==> config.mk <==
export PLATFORM = sky130hd
export DESIGN_NAME = fft_addr_ctrl
export DESIGN_NICKNAME = d
export VERILOG_FILES = /design/src/rtl/fft_pkg.sv /design/src/rtl/fft_bfly_addr.sv /design/src/rtl/fft_addr_ctrl.sv
export SDC_FILE = /design/constraint.sdc
export NUM_CORES = 1
export LEC_CHECK = 0
export CAP_MARGIN = 40
export CORE_UTILIZATION = 50
export DETAILED_ROUTE_END_ITERATION = 7
export GPL_TIMING_DRIVEN = 1
export PLACE_DENSITY_LB_ADDON = 0.05
export SYNTH_ARGS = -nofsm -noshare
export SYNTH_HDL_FRONTEND = slang
export SYNTH_SLANG_ARGS = --single-unit
export TNS_END_PERCENT = 20
==> constraint.sdc <==
create_clock -name clk -period 8.4 [get_ports clk]
set_clock_uncertainty 0.15 [all_clocks]
set_input_delay 2.1 -clock clk [delete_from_list [all_inputs] [get_ports clk]]
set_output_delay 2.1 -clock clk [all_outputs]
set_load 0.01 [all_outputs]
==> src/rtl/fft_pkg.sv <==
// Shared constants and FSM encoding for the in-place radix-2 FFT address sequencer.
package fft_pkg;
  localparam int LOG2N   = 5;
  localparam int N       = 1 << LOG2N;
  localparam int ADDR_W  = LOG2N;
  localparam int TW_W    = LOG2N - 1;
  localparam int STAGE_W = 3;

  typedef enum logic [2:0] {
    IDLE  = 3'd0,
    READ  = 3'd1,
    CALC  = 3'd2,
    WRITE = 3'd3,
    DONE  = 3'd4
  } fft_state_e;
endpackage

==> src/rtl/fft_bfly_addr.sv <==
// Maps (stage, butterfly index) to the two in-place leg addresses and the twiddle index.
module fft_bfly_addr #(
  parameter int LOG2N = fft_pkg::LOG2N
) (
  input  logic [2:0]       stage,
  input  logic [LOG2N-2:0] k,
  output logic [LOG2N-1:0] addr_a,
  output logic [LOG2N-1:0] addr_b,
  output logic [LOG2N-2:0] twiddle_idx
);
  localparam int              TWW    = LOG2N - 1;
  localparam logic [LOG2N-1:0] ONE    = LOG2N'(1);
  localparam logic [2:0]       SH_MAX = 3'(LOG2N - 1);

  logic [LOG2N-1:0] kx, span, pos, grp, a;

  always_comb begin
    kx     = {1'b0, k};
    span   = ONE << stage;
    pos    = kx & (span - ONE);
    grp    = kx >> stage;
    // group base skips the other half of each group, pos walks within it
    a      = (grp << ({1'b0, stage} + 4'd1)) | pos;
    addr_a = a;
    addr_b = a + span;
    twiddle_idx = TWW'(pos << (SH_MAX - stage));
  end
endmodule

==> src/rtl/fft_addr_ctrl.sv <==
// Stage/butterfly sequencer: READ, BF_LAT CALC cycles, WRITE per butterfly, then DONE.
module fft_addr_ctrl #(
  parameter int LOG2N  = fft_pkg::LOG2N,
  parameter int BF_LAT = 2
) (
  input  logic             clk,
  input  logic             rst_n,
  input  logic             start,
  output logic             busy,
  output logic             done,
  output logic [LOG2N-1:0] ram_addr_a,
  output logic [LOG2N-1:0] ram_addr_b,
  output logic             ram_wr_a,
  output logic             ram_wr_b,
  output logic             bf_in_valid,
  output logic [LOG2N-2:0] twiddle_idx,
  output logic [2:0]       stage
);
  import fft_pkg::*;

  localparam int             CW         = (BF_LAT > 1) ? $clog2(BF_LAT) : 1;
  localparam logic [CW-1:0]  CNT_LAST   = CW'(BF_LAT - 1);
  localparam logic [2:0]     STAGE_LAST = 3'(LOG2N - 1);

  fft_state_e       state, state_nxt;
  logic [2:0]       stage_q, stage_nxt;
  logic [LOG2N-2:0] k_q, k_nxt;
  logic [CW-1:0]    cnt, cnt_nxt;

  logic [LOG2N-1:0] addr_a_c, addr_b_c;
  logic [LOG2N-2:0] tw_c;

  always_ff @(posedge clk or negedge rst_n) begin
    if (!rst_n) begin
      state   <= IDLE;
      stage_q <= '0;
      k_q     <= '0;
      cnt     <= '0;
    end else begin
      state   <= state_nxt;
      stage_q <= stage_nxt;
      k_q     <= k_nxt;
      cnt     <= cnt_nxt;
    end
  end

  always_comb begin
    state_nxt = state;
    stage_nxt = stage_q;
    k_nxt     = k_q;
    cnt_nxt   = cnt;
    case (state)
      IDLE: if (start) begin
        state_nxt = READ;
        stage_nxt = '0;
        k_nxt     = '0;
      end
      READ: begin
        state_nxt = CALC;
        cnt_nxt   = '0;
      end
      CALC: begin
        if (cnt == CNT_LAST) state_nxt = WRITE;
        else                 cnt_nxt   = cnt + 1'b1;
      end
      WRITE: begin
        if (k_q != '1) begin
          k_nxt     = k_q + 1'b1;
          state_nxt = READ;
        end else if (stage_q != STAGE_LAST) begin
          stage_nxt = stage_q + 3'd1;
          k_nxt     = '0;
          state_nxt = READ;
        end else begin
          state_nxt = DONE;
        end
      end
      DONE:    state_nxt = IDLE;
      default: state_nxt = IDLE;
    endcase
  end

  // Addresses come from the next (stage, k) so they land on the edge entering READ.
  fft_bfly_addr #(.LOG2N(LOG2N)) u_bfly_addr (
    .stage       (stage_nxt),
    .k           (k_nxt),
    .addr_a      (addr_a_c),
    .addr_b      (addr_b_c),
    .twiddle_idx (tw_c)
  );

  always_ff @(posedge clk or negedge rst_n) begin
    if (!rst_n) begin
      busy        <= 1'b0;
      done        <= 1'b0;
      ram_wr_a    <= 1'b0;
      ram_wr_b    <= 1'b0;
      bf_in_valid <= 1'b0;
      ram_addr_a  <= '0;
      ram_addr_b  <= '0;
      twiddle_idx <= '0;
      stage       <= '0;
    end else begin
      busy        <= (state_nxt != IDLE);
      done        <= (state_nxt == DONE);
      ram_wr_a    <= (state_nxt == WRITE);
      ram_wr_b    <= (state_nxt == WRITE);
      // RAM read data is registered at the READ edge, so operands appear in the first CALC cycle
      bf_in_valid <= (state == READ);
      if (state_nxt == READ) begin
        ram_addr_a  <= addr_a_c;
        ram_addr_b  <= addr_b_c;
        twiddle_idx <= tw_c;
        stage       <= stage_nxt;
      end
    end
  end
endmodule

### Word-level counts from Yosys, hierarchy flattened

Index checks and enable logic that the tools add are counted.

| word-level totals | value |
|---|---|
| flip-flop bits (word level) | 32 |
| bits of input ports | 3 |
| output and inout bits | 22 |
| word-level logic and storage cells | 51 |

| cells by class | value |
|---|---|
| add/subtract/negate cells | 7 |
| equal/unequal tests | 8 |
| shift operators | 4 |
| mux-type cells | 15 |
| bitwise operators | 2 |
| reduce and logical (&&, ||, !) cells | 3 |

Operators by type and width:

| cell | number |
|---|---|
| two-way mux 3 bit | 7 |
| two-way mux 4 bit | 3 |
| one-hot mux 3 bit (4 select lines) | 1 |
| == test 3 x 2 -> 1 bit, second input constant | 3 |
| one-hot mux 4 bit (2 select lines) | 1 |
| == test 3 x 1 -> 1 bit, second input constant | 2 |
| one-hot mux 3 bit (2 select lines) | 1 |
| adder 5 bit | 1 |
| AND 4 x 5 -> 5 bit | 1 |
| bitwise OR 5 bit | 1 |
| << shifter 1 x 3 -> 5 bit, first input constant | 1 |
| << shifter 5 x 3 -> 4 bit | 1 |
| << shifter 5 x 4 -> 5 bit | 1 |
| right shift 4 x 3 -> 5 bit | 1 |
| subtractor 5 x 1 -> 5 bit, second input constant | 1 |
| adder 3 x 1 -> 4 bit, second input constant | 1 |
| adder 4 x 1 -> 4 bit, second input constant | 1 |
| != test 4 bit, second input constant | 1 |
| adder 3 x 1 -> 3 bit, second input constant | 1 |
| == test 3 bit, second input constant | 1 |
| zero test 3 bit | 1 |
| != test 3 bit, second input constant | 1 |
| nonzero test 3 bit | 1 |
| subtractor 3 bit, first input constant | 1 |
| other kinds (4) | 4 |

### Logic depth before layout (Yosys ltp)

Gate-level depths: netlist of the first run.

| depth | value |
|---|---|
| depth after elaboration | 9 |
| mapped depth | 19 |
| depth with buffers taken out | 18 |

### Modules after synthesis

From an unflattened synthesis of the first run, not the netlist that was laid out.

| unflattened totals | value |
|---|---|
| cell total of the unflattened synthesis | 194 |
| area, all modules | 2,031.9 sq um |

Modules (own cells, without submodules):

| module | times used | cells an instance | area each (sq um) | seq. area each (sq um) |
|---|---|---|---|---|
| fft_addr_ctrl | 1 | 116 | 1,411.4 | 800.8 |
| fft_bfly_addr | 1 | 78 | 620.6 | 0.0 |

### Worst setup path after synthesis of the first run

OpenSTA, ideal clock, no wires.

| timing | value |
|---|---|
| path type | input to register |
| from | input port start |
| to | register ram_addr_b[4] |
| setup time | 0.137 ns |
| arrival time | 5.108 ns |
| data required time | 8.113 ns |
| slack | 3.005 ns |
| cell stages on the path | 18 |
| path buffers | 2 |
| cell sequence | or4b_4 -> buf_6 -> nand2_2 -> mux2i_4 -> inv_2 -> buf_6 -> ha_1 -> ha_1 -> inv_1 -> ha_1 -> nand2b_1 -> o21ai_1 -> fa_1 -> a21o_1 -> a21oi_1 -> xor2_1 -> xnor2_1 -> a21oi_1 |

| between the ends | value |
|---|---|
| cells in the longest elaborated chain, start to end | 7 |
| elaborated cells on any way between the ends | 15 |
| those cells by class | 3 x add/sub; 1 x eq/ne; 3 x shift; 6 x mux; 2 x bitwise |

RTL lines:

| item | RTL line | source |
|---|---|---|
| from (decl) | fft_addr_ctrl.sv:8 | `input logic start,` |
| two-way mux 3 bit * | fft_addr_ctrl.sv:53 | `IDLE: if (start) begin` |
| one-hot mux 3 bit (2 select lines) * | fft_addr_ctrl.sv:52 | `case (state)` |
| net stage_nxt[0] | fft_addr_ctrl.sv:26 | `logic [2:0] stage_q, stage_nxt;` |
| << shifter 1 x 3 -> 5 bit | fft_bfly_addr.sv:19 | `span = ONE << stage;` |
| subtractor 5 x 1 -> 5 bit | fft_bfly_addr.sv:20 | `pos = kx & (span - ONE);` |
| AND 4 x 5 -> 5 bit | fft_bfly_addr.sv:20 |  |
| bitwise OR 5 bit * | fft_bfly_addr.sv:23 | `a = (grp << ({1'b0, stage} + 4'd1)) \| pos;` |
| net addr_a_c[1] | fft_addr_ctrl.sv:30 | `logic [LOG2N-1:0] addr_a_c, addr_b_c;` |
| adder 5 bit * | fft_bfly_addr.sv:25 | `addr_b = a + span;` |
| to (signal assigned) | fft_addr_ctrl.sv:112 | `ram_addr_b <= addr_b_c;` |
| to (decl) | fft_addr_ctrl.sv:12 | `output logic [LOG2N-1:0] ram_addr_b,` |

The timed path passes the listed nets; every way through them passes the cells marked *.
A chain may end at the register's enable or synchronous reset.

### Worst setup path in the final report of the first run

Ends and elaborated chain as after synthesis.

==> impl_metrics.py, run 1 <==
metrics = {
    "sta": {
        "finalCritPeriodShare_pct": 70.65,
        "setup_ws_ns": 2.465,
        "post-route-min-period_ns": 5.935,
        "clock.fmax_ghz": 0.1685,
        "rsz0062_at_grt": "false",
        "slew-limit-headroom_pct": 47.47,
        "fin_tns_setup_ns": 0,
        "slew_viol_final": 0,
        "hold_viol_final": 0,
        "setup_violations": 0,
        "worst_pin_slew_ns": 0.7851,
    },
    "flow_run": {
        "drv_cap": 0,
    },
    "placement": {
        "dp_hpwl_um": 3250,
        "numPortBuffers": 24,
        "dp_slack_ns": 2.200,
        "routabilityCongestion": 0.9193,
    },
    "routing": {
        "detail_route.vias_per_cell": 5.734,
        "first_iter_violations": 77,
        "drc": 0,
        "drtAntennaViolNets": 0,
        "vias": 1594,
        "drtPass1Iterations": 4,
        "wl_um": 4314,
        "routedWlPerCell_um": 15.52,
    },
    "global_route": {
        "grt_pass1_vias": 1565,
        "grt_usage_pct": 23.49,
        "antenna_found_initial": 0,
        "grt_first_pass_wirelength_um": 7534,
        "grt_overflow": 0,
        "grt_max_degree": 33,
    },
    "worst_setup_path": {
        "cp_slowest_cell": "or4b_4",
        "critPathBufInv": 3,
        "path_class": "input pin to flop",
        "r2r_slack_ns": 4.14,
        "worstPathArrival_ns": 5.92,
        "start_kind": "input pin",
        "reg2reg_depth": 16,
        "cp.required_ns": 8.39,
        "r2r-start": "state[2]",
        "path_cells": "clkdlybuf4s50_1 > or4b_4 > nand2_2 > mux2i_4 > inv_2 > ha_1 > ha_1 > inv_1 > ha_1 > nand2b_1 > o21ai_1 > fa_1 > a21o_1 > a21oi_1 > xor2_1 > xnor2_1 > a21oi_1",
        "regToRegEndpoint": "ram_addr_b[4]",
        "crit_path_end_kind": "flop",
        "crit_fanout": 13,
        "crit_family": "adder cells",
        "cp_common_cell": "ha_1",
        "cp_slowest_stage_delay_ns": 0.54,
    },
    "die": {
        "die_x_um": 65.67,
        "rows": 22,
        "dieArea_um2": 4313,
        "start_util_pct": 53.75,
        "core_area_um2": 3771,
        "io_pins": 25,
        "die_y_um": 65.67,
    },
    "synthesis": {
        "synth-seq-area-share_pct": 39.51,
        "ys.flop_type": "dfrtp_1",
        "synth-edff-count": 0,
        "synth_top_area_share_pct": 39.51,
        "ys.warnings.count": 0,
        "synth_cell_types": 57,
        "synth_nets": 225,
        "synth_area_um2": 2027,
        "syn_area_per_cell_um2": 9.840,
        "synth_top_family_by_area": "simple AND/OR/NAND/NOR gates",
        "netlist_instances": 206,
        "synth_mux_area_share_pct": 3.765,
        "async_flop_share_pct": 100.0,
        "synth_fa_ha_area_share_pct": 10.25,
        "yosys.area_share.xor_xnor_pct": 3.457,
        "yosys.area_share.simple_pct": 18.83,
        "yosys.area.top_type": "dfrtp_1",
        "synth-compound-area-share_pct": 18.21,
        "synth_area_leaders": "dfrtp_1 40%, ha_1 9.3%, nand2_1 4.3%, a21oi_1 3.5%, nor2_1 2.6%",
        "ys_seq_elements": 32,
    },
    "clocking": {
        "cts.clk_slew.worst_paths_ns": 0.06,
        "cts.sinks": 32,
        "cts_resized": 0,
        "cts_buffer_depth": 2,
        "cts_tree": "built",
        "root_buffer": "clkbuf_8",
        "cts_buffers": 5,
        "insertion_delay_ns": 0.28,
        "hold_buffers": 0,
        "cts_max_level": 2,
        "post_cts_buffers": 0,
    },
    "power": {
        "ir_drop_v": 0.0002122,
        "p_leak_nw": 1.105,
        "power_mw": 0.6337,
        "powerDensity_nw_per_um2": 268.7,
    },
    "layout": {
        "syn2layout_area_growth_pct": 16.36,
        "finalNetCount": 248,
        "drive_above_1_share_pct": 13.04,
        "n_fill_cell": 315,
        "diodes": 0,
    },
    "min_path": {
        "min_from": "ram_addr_b[0]",
        "hold_depth": 2,
        "worstHoldEndpoint": "ram_addr_b[0]",
        "hold_path.class": "flop to flop",
    },
    "outcome": {
        "status": "complete, no violations",
    },
}
-- power breakdown --
group          leakage, nW  total [mW]  switching [mW]  internal [mW]
Clock               0.0510       0.121          0.0561         0.0653
Sequential           0.416       0.232          0.0329          0.199
Combinational        0.638       0.281           0.154          0.127
Total                 1.11       0.634           0.243          0.391
-- routing by layer --
metal / vias up / routed length, um / share of wire [%] / track usage, %
met5: - / 0 / 0 / 0
met4: 0 / 76 / 1.8 / 9.783
met3: 7 / 179 / 4.1 / 4.688
met2: 46 / 1880 / 44 / 33.29
met1: 755 / 2177 / 50 / 34.48
li1: 786 / - / - / -
-- synth_stat cells, types with 3 or more instances --
cell type,instances
clkbuf_1,3
a31oi_1,5
xor2_1,4
nor3_1,4
inv_1,13
nor2_1,14
xnor2_1,4
nand3_1,5
o211ai_1,3
nand2_1,23
o21ai_0,10
mux2_2,3
buf_6,4
a21oi_1,14
dfrtp_1,32
ha_1,15
-- registers in the layout, summed over array words and instances (netlist names) --
signal	flops
busy	1
bf_in_valid	1
stage	3
k_q	4
state	3
ram_addr_a	5
cnt	1
done	1
ram_wr_b	1
stage_q	3
ram_addr_b	5
twiddle_idx	4
-- placed cells by master, fill, tap and decap left out, drive strengths merged, types with 3 or more instances in the layout --
| master | netlist | final |
|---|---|---|
| o31ai | 3 | 3 |
| mux2 | 3 | 3 |
| nor2 | 16 | 16 |
| clkdlybuf4s50 | 0 | 24 |
| mux2i | 3 | 3 |
| nand3 | 7 | 7 |
| clkbuf | 3 | 6 |
| a31oi | 5 | 5 |
| nand2 | 24 | 24 |
| a21oi | 14 | 14 |
| dfrtp | 32 | 32 |
| inv | 14 | 14 |
| o21ai | 11 | 11 |
| xor2 | 4 | 4 |
| o211ai | 3 | 3 |
| ha | 15 | 15 |
| nor3 | 4 | 4 |
| xnor2 | 4 | 4 |
-- tightest hold or removal path: stages, from the launching register on --
cell     delay, ns
dfrtp_1       0.34
nand2_1       0.05
nand2_1       0.04
-- how the worst max path moves through the flow --
stage,from,endpoint,depth (start not counted)
floorplan,start,ram_addr_b[4],18
global placement,start,ram_addr_b[4],17
detailed placement,start,ram_addr_b[4],17
CTS,start,ram_addr_b[4],17
global route,start,ram_addr_b[4],17
finish,start,ram_addr_b[4],17
-- final cells by class --
type                            count  area, um2  share of cell area [%]
Inverter                           14      52.55                   2.228
Tap cell                           48      60.06                   2.546
Timing Repair Buffer               25      247.7                   10.50
Sequential cell                    32      800.8                   33.95
Multi-Input combinational cell    151       1105                   46.84
Clock inverter                      2      10.01                  0.4244
Clock buffer                        6      82.58                   3.501
-- per-stage QoR --
stage	instances	instance area [um2]	hold slack (ns)	util (%)
detailed placement	270	2266	0.3049	60.09
global placement	270	2266	0.2997	60.09
finish	278	2359	0.3164	62.54
floorplan	206	2027	0.3383	-
global route	278	2359	0.3573	62.54
CTS	278	2359	0.3194	62.54
-- cells by family (layout without fill, tap and decap cells) --
| kind of cell | count (synthesis) | after routing |
|---|---|---|
| AO/OA/AOI/OAI | 51 | 51 |
| XOR/XNOR | 8 | 8 |
| adder cells (fa/ha/maj) | 16 | 16 |
| buffers and inverters | 23 | 47 |
| flip-flops | 32 | 32 |
| multiplexers | 6 | 6 |
| AND/OR/NAND/NOR | 70 | 70 |
Power figures use the tool's default switching activity.
==> inputs of run 2 (changes only) <==
==> constraint.sdc (replaced) <==
create_clock -name clk -period 5.2 [get_ports clk]
set_clock_uncertainty 0.15 [all_clocks]
set_input_delay 1.3 -clock clk [delete_from_list [all_inputs] [get_ports clk]]
set_output_delay 1.3 -clock clk [all_outputs]
set_load 0.01 [all_outputs]
==> run 2 against run 1 <==
Against the previous run: first-iteration DRC count grew 16%; core utilization increased by 1.8 points; clock-buffer cell count is the same; largest cell class unchanged; routed wire length up 3.2%; sequential share of layout area decreased by 0.95 points; sequential power grew 63%; critical path type unchanged; flip-flop and latch count is the same; design area grew 2.9%.
==> impl_metrics.py, run 2 (synthesis results as in run 1) <==
metrics = {
    "outcome": {
        "status": "complete, no violations",
    },
    "placement": {
        "numPortBuffers": 24,
        "routabilityCongestion": 0.9532,
        "place_inst": 279,
        "dpl_cell_area_um2": 2333,
        "dp_hpwl_um": 3450,
    },
    "layout": {
        "drive_above_1_share_pct": 16.32,
        "stdcell_area_um2": 2426,
        "top_regs": "ram_addr_a: 5 flops, ram_addr_b: 5 flops",
        "final_cell_mix": "32 x dfrtp_1, 24 x clkdlybuf4s50_1, 23 x nand2_1, 15 x ha_1",
        "layout.cells.non_filler": 287,
        "diodes": 0,
        "final_common_cell": "dfrtp_1",
        "finalNetCount": 257,
        "syn2layout_area_growth_pct": 19.69,
    },
    "worst_setup_path": {
        "crit_fanout": 7,
        "cp_slowest_cell": "clkdlybuf4s50_1",
        "cp_slowest_stage_delay_ns": 0.47,
        "cp_common_cell": "ha_1",
        "crit_family": "adder cells",
        "cp.required_ns": 5.19,
        "path_class": "input pin to flop",
        "critPathBufInv": 2,
        "start_kind": "input pin",
        "crit_path_end_kind": "flop",
        "path_cells": "clkdlybuf4s50_1 > nor4b_2 > mux2i_1 > a22oi_4 > inv_1 > ha_1 > ha_1 > nand3_1 > o21ai_0 > ha_1 > fa_1 > a21o_1 > a21oi_1 > xor2_1 > xnor2_1 > a21oi_1",
        "worstPathArrival_ns": 4.83,
    },
    "clocking": {
        "cts.clk_slew.worst_paths_ns": 0.06,
        "post_cts_buffers": 0,
        "cts_buffers": 5,
        "cts_tree": "built",
        "cts_buffer_depth": 2,
        "cts.sinks": 32,
        "cts_resized": 0,
        "cts_max_level": 2,
        "hold_buffers": 0,
        "insertion_delay_ns": 0.28,
        "root_buffer": "clkbuf_8",
    },
    "power": {
        "ir_drop_v": 0.0002181,
        "p_leak_nw": 1.147,
        "powerDensity_nw_per_um2": 429.7,
    },
    "routing": {
        "wl_um": 4450,
        "first_iter_violations": 89,
        "drtAntennaViolNets": 0,
        "drc": 0,
        "vias": 1636,
        "detail_route.vias_per_cell": 5.700,
        "routedWlPerCell_um": 15.51,
        "drtPass1Iterations": 4,
    },
    "sta": {
        "clock.fmax_ghz": 0.2064,
        "slew-limit-headroom_pct": 52.02,
        "hold_viol_final": 0,
        "setup_violations": 0,
        "hold_ws_ns": 0.3260,
        "post-route-min-period_ns": 4.846,
        "fin_tns_setup_ns": 0,
        "worst_pin_slew_ns": 0.7171,
        "rsz0062_at_grt": "false",
        "slew_viol_final": 0,
        "finalCritPeriodShare_pct": 93.19,
    },
    "die": {
        "die_x_um": 65.67,
        "die_y_um": 65.67,
        "io_pins": 25,
        "start_util_pct": 53.75,
        "dieArea_um2": 4313,
        "core_area_um2": 3771,
        "rows": 22,
    },
    "global_route": {
        "grt_overflow": 0,
        "grt_max_degree": 33,
        "grt_pass1_vias": 1604,
        "antenna_found_initial": 0,
        "grt_first_pass_wirelength_um": 7472,
        "grt_usage_pct": 23.16,
    },
    "flow_run": {
        "drv_cap": 0,
    },
    "min_path": {
        "hold_path.class": "flop to flop",
    },
}
==> run 2: cell types whose count changed in the layout (fill, tap and decap cells not counted) <==
cell and change:
buf_4 +9
==> run 2: final cells by class <==
| class | count | area (um2) |
|---|---|---|
| Fill cell | 305 | 1345 |
| Multi-Input combinational cell | 151 | 1105 |
| Clock buffer | 6 | 82.58 |
| Timing Repair Buffer | 34 | 315.3 |
| Sequential cell | 32 | 800.8 |
| Clock inverter | 2 | 10.01 |
| Inverter | 14 | 52.55 |
| Tap cell | 48 | 60.06 |
==> run 2: per-stage QoR <==
step	util [%]	setup slack [ns]	power (mW)
global route	64.33	0.1148	1.120
floorplan	-	0.6048	0.6685
global placement	61.88	0.06681	0.8385
finish	64.33	0.3540	1.043
CTS	64.33	0.3423	1.047
detailed placement	61.88	0.06053	0.8535
==> run 2: worst paths after layout <==
kind                                start        endpoint  slack, ns  depth (start not counted)
setup / recovery                    start   ram_addr_b[4]       0.35                         16
hold / removal             twiddle_idx[3]  twiddle_idx[3]       0.33                          2
setup reg to reg                   k_q[0]   ram_addr_b[4]       1.20                         16
hold reg to reg            twiddle_idx[3]  twiddle_idx[3]       0.33                          2
max in group asynchronous           rst_n   ram_addr_b[1]       3.33                          2
min in group asynchronous           rst_n             cnt       1.27                          2
==> run 2: per-layer routing <==
| metal | wire length (um) | GRT usage, % |
|---|---|---|
| met1 | 2166 | 31.34 |
| met2 | 2034 | 36.48 |
| met3 | 199 | 4.340 |
| met4 | 50 | 8.696 |
| met5 | 0 | 0 |
==> run 2: report_power, final <==
part	switching (mW)	internal [mW]	leakage [nW]
registers	0.0571	0.321	0.416
clock network	0.0878	0.105	0.0510
logic	0.251	0.220	0.680
==> run 2: tightest hold or removal path: stages, from the launching register on <==
cell and delay, ns:
dfrtp_1 0.34, nand2_1 0.05, o31ai_1 0.05
==> inputs of run 3 (changes only) <==
--- a/config.mk
+++ b/config.mk
@@ -8,6 +8,7 @@
 export CAP_MARGIN = 40
 export CORE_UTILIZATION = 50
 export DETAILED_ROUTE_END_ITERATION = 7
+export DONT_BUFFER_PORTS = 1
 export GPL_TIMING_DRIVEN = 1
 export PLACE_DENSITY_LB_ADDON = 0.05
 export SYNTH_ARGS = -nofsm -noshare
==> run 3 against run 2 <==
Against the previous run: critical path depth unchanged; worst setup slack better by 0.13 ns; first-iteration DRC count up 54%; combinational power down 34%; total power down 12%; fmax up 2.8%; non-clock buffer count down 32; routed wire length down 0.34%; global-route usage up 0.15 points; die area unchanged; via count down 6.3%; clock-buffer cell count unchanged; critical path type unchanged; largest cell class unchanged.
==> impl_metrics.py, run 3 (synthesis results as in run 1) <==
metrics = {
    "outcome": {
        "status": "complete, no violations",
    },
    "global_route": {
        "antenna_found_initial": 0,
        "grt_first_pass_wirelength_um": 7493,
        "grt_overflow": 0,
        "grt_pass1_vias": 1546,
        "grt_usage_pct": 23.31,
        "grt_max_degree": 33,
    },
    "layout": {
        "drive_above_1_share_pct": 14.98,
        "syn2layout_area_growth_pct": 4.877,
        "final_cell_mix": "32 x dfrtp_1, 23 x nand2_1, 15 x ha_1, 14 x nor2_1, 14 x a21oi_1",
        "diodes": 0,
        "top_regs": "ram_addr_a: 5 flops, ram_addr_b: 5 flops",
        "finalNetCount": 225,
        "fin_util_pct": 56.37,
        "final_common_cell": "dfrtp_1",
    },
    "sta": {
        "setup_violations": 0,
        "slew_viol_final": 0,
        "hold_viol_final": 0,
        "rsz0062_at_grt": "false",
        "fin_tns_setup_ns": 0,
        "worst_pin_slew_ns": 0.7503,
        "finalCritPeriodShare_pct": 90.64,
        "slew-limit-headroom_pct": 49.79,
        "post-route-min-period_ns": 4.713,
        "clock.fmax_ghz": 0.2122,
    },
    "worst_setup_path": {
        "crit_fanout": 13,
        "start_kind": "input pin",
        "crit_path_end_kind": "flop",
        "cp_common_cell": "ha_1",
        "cp_slowest_stage_delay_ns": 0.51,
        "worstPathArrival_ns": 4.71,
        "cp_slowest_cell": "or4b_4",
        "cp.required_ns": 5.19,
        "path_class": "input pin to flop",
        "path_cells": "or4b_4 > nand2_2 > mux2i_4 > inv_2 > ha_1 > ha_1 > inv_1 > ha_1 > nand2b_1 > o21ai_1 > fa_1 > a21o_1 > a21oi_1 > xor2_1 > xnor2_1 > a21oi_1",
    },
    "routing": {
        "drc": 0,
        "wl_um": 4435,
        "routedWlPerCell_um": 17.39,
        "vias": 1533,
        "drtPass1Iterations": 4,
        "first_iter_violations": 137,
        "detail_route.vias_per_cell": 6.012,
        "drtAntennaViolNets": 0,
    },
    "die": {
        "die_y_um": 65.67,
        "io_pins": 25,
        "start_util_pct": 53.75,
        "dieArea_um2": 4313,
        "die_x_um": 65.67,
        "rows": 22,
        "core_area_um2": 3771,
    },
    "clocking": {
        "root_buffer": "clkbuf_8",
        "post_cts_buffers": 0,
        "hold_buffers": 0,
        "cts.clk_slew.worst_paths_ns": 0.06,
        "insertion_delay_ns": 0.29,
        "cts_tree": "built",
        "cts_buffer_depth": 2,
        "cts_resized": 0,
        "cts.sinks": 32,
        "cts_buffers": 5,
        "cts_max_level": 2,
    },
    "power": {
        "p_leak_nw": 1.023,
        "ir_drop_v": 0.0001962,
        "powerDensity_nw_per_um2": 432.5,
    },
    "flow_run": {
        "drv_cap": 0,
    },
    "placement": {
        "routabilityCongestion": 0.9055,
        "dp_hpwl_um": 3350,
        "numPortBuffers": 0,
    },
    "min_path": {
        "hold_path.class": "flop to flop",
    },
}
[run 3: changes by cell type in the layout (fill, tap and decap cells not counted), sizes merged]
cell / before / now
clkdlybuf4s50: 24 / 0
buf: 10 / 2
[run 3: layout make-up]
| type | instances | area [um2] |
|---|---|---|
| repair buffers | 2 | 15.01 |
| fillers | 340 | 1645 |
| multi-input cells | 151 | 1105 |
| clock buffers | 6 | 82.58 |
| flip-flops and latches | 32 | 800.8 |
| clock inverters | 2 | 10.01 |
| well taps | 48 | 60.06 |
| inverters | 14 | 52.55 |
[run 3: layer usage]
layer | GRT usage (%) | routed length (um) | up-vias
li1 | - | - | 735
met1 | 33.81 | 2161 | 729
met2 | 32.91 | 1920 | 63
met3 | 5.035 | 309 | 6
met4 | 10.05 | 44 | 0
met5 | 0 | 0 | -
[run 3: worst paths after layout]
kind	startpoint	endpoint	slack, ns	cells after the start
worst max-delay path	start	ram_addr_b[4]	0.49	16
worst min-delay path	ram_addr_b[1]	ram_addr_b[1]	0.38	2
worst max register to register	k_q[0]	ram_addr_b[4]	0.83	17
worst min register to register	ram_addr_b[1]	ram_addr_b[1]	0.38	2
max in group asynchronous	rst_n	ram_addr_a[3]	4.27	0
min in group asynchronous	rst_n	k_q[1]	0.55	0
[run 3: per-stage QoR]
stage | power [mW] | instance area, um2 | worst slack, ns | std cells | hold WS, ns
6_report | 0.9194 | 2126 | 0.4868 | 255 | 0.3842
5_1_grt | 0.9957 | 2126 | 0.3243 | 255 | 0.4404
4_1_cts | 0.9264 | 2126 | 0.5393 | 255 | 0.3933
3_5_place_dp | 0.7298 | 2033 | 0.2466 | 247 | 0.3786
3_3_place_gp | 0.7219 | 2033 | 0.3081 | 247 | 0.3591
2_1_floorplan | 0.6685 | 2027 | 0.6048 | 206 | 0.3383
[run 3: report_power, final]
group | internal, mW | switching (mW)
sequential | 0.322 | 0.0867
combinational | 0.118 | 0.195
clock | 0.105 | 0.0923
total | 0.545 | 0.374
[run 3: worst max-delay path, delay by kind of cell]
family / cells / cell delay [ns]
multiplexers: 1 / 0.15
AO/OA/AOI/OAI: 4 / 0.64
adder cells (fa/ha/maj): 4 / 1.18
XOR/XNOR: 2 / 0.36
buffers and inverters: 2 / 0.32
AND/OR/NAND/NOR: 3 / 0.77
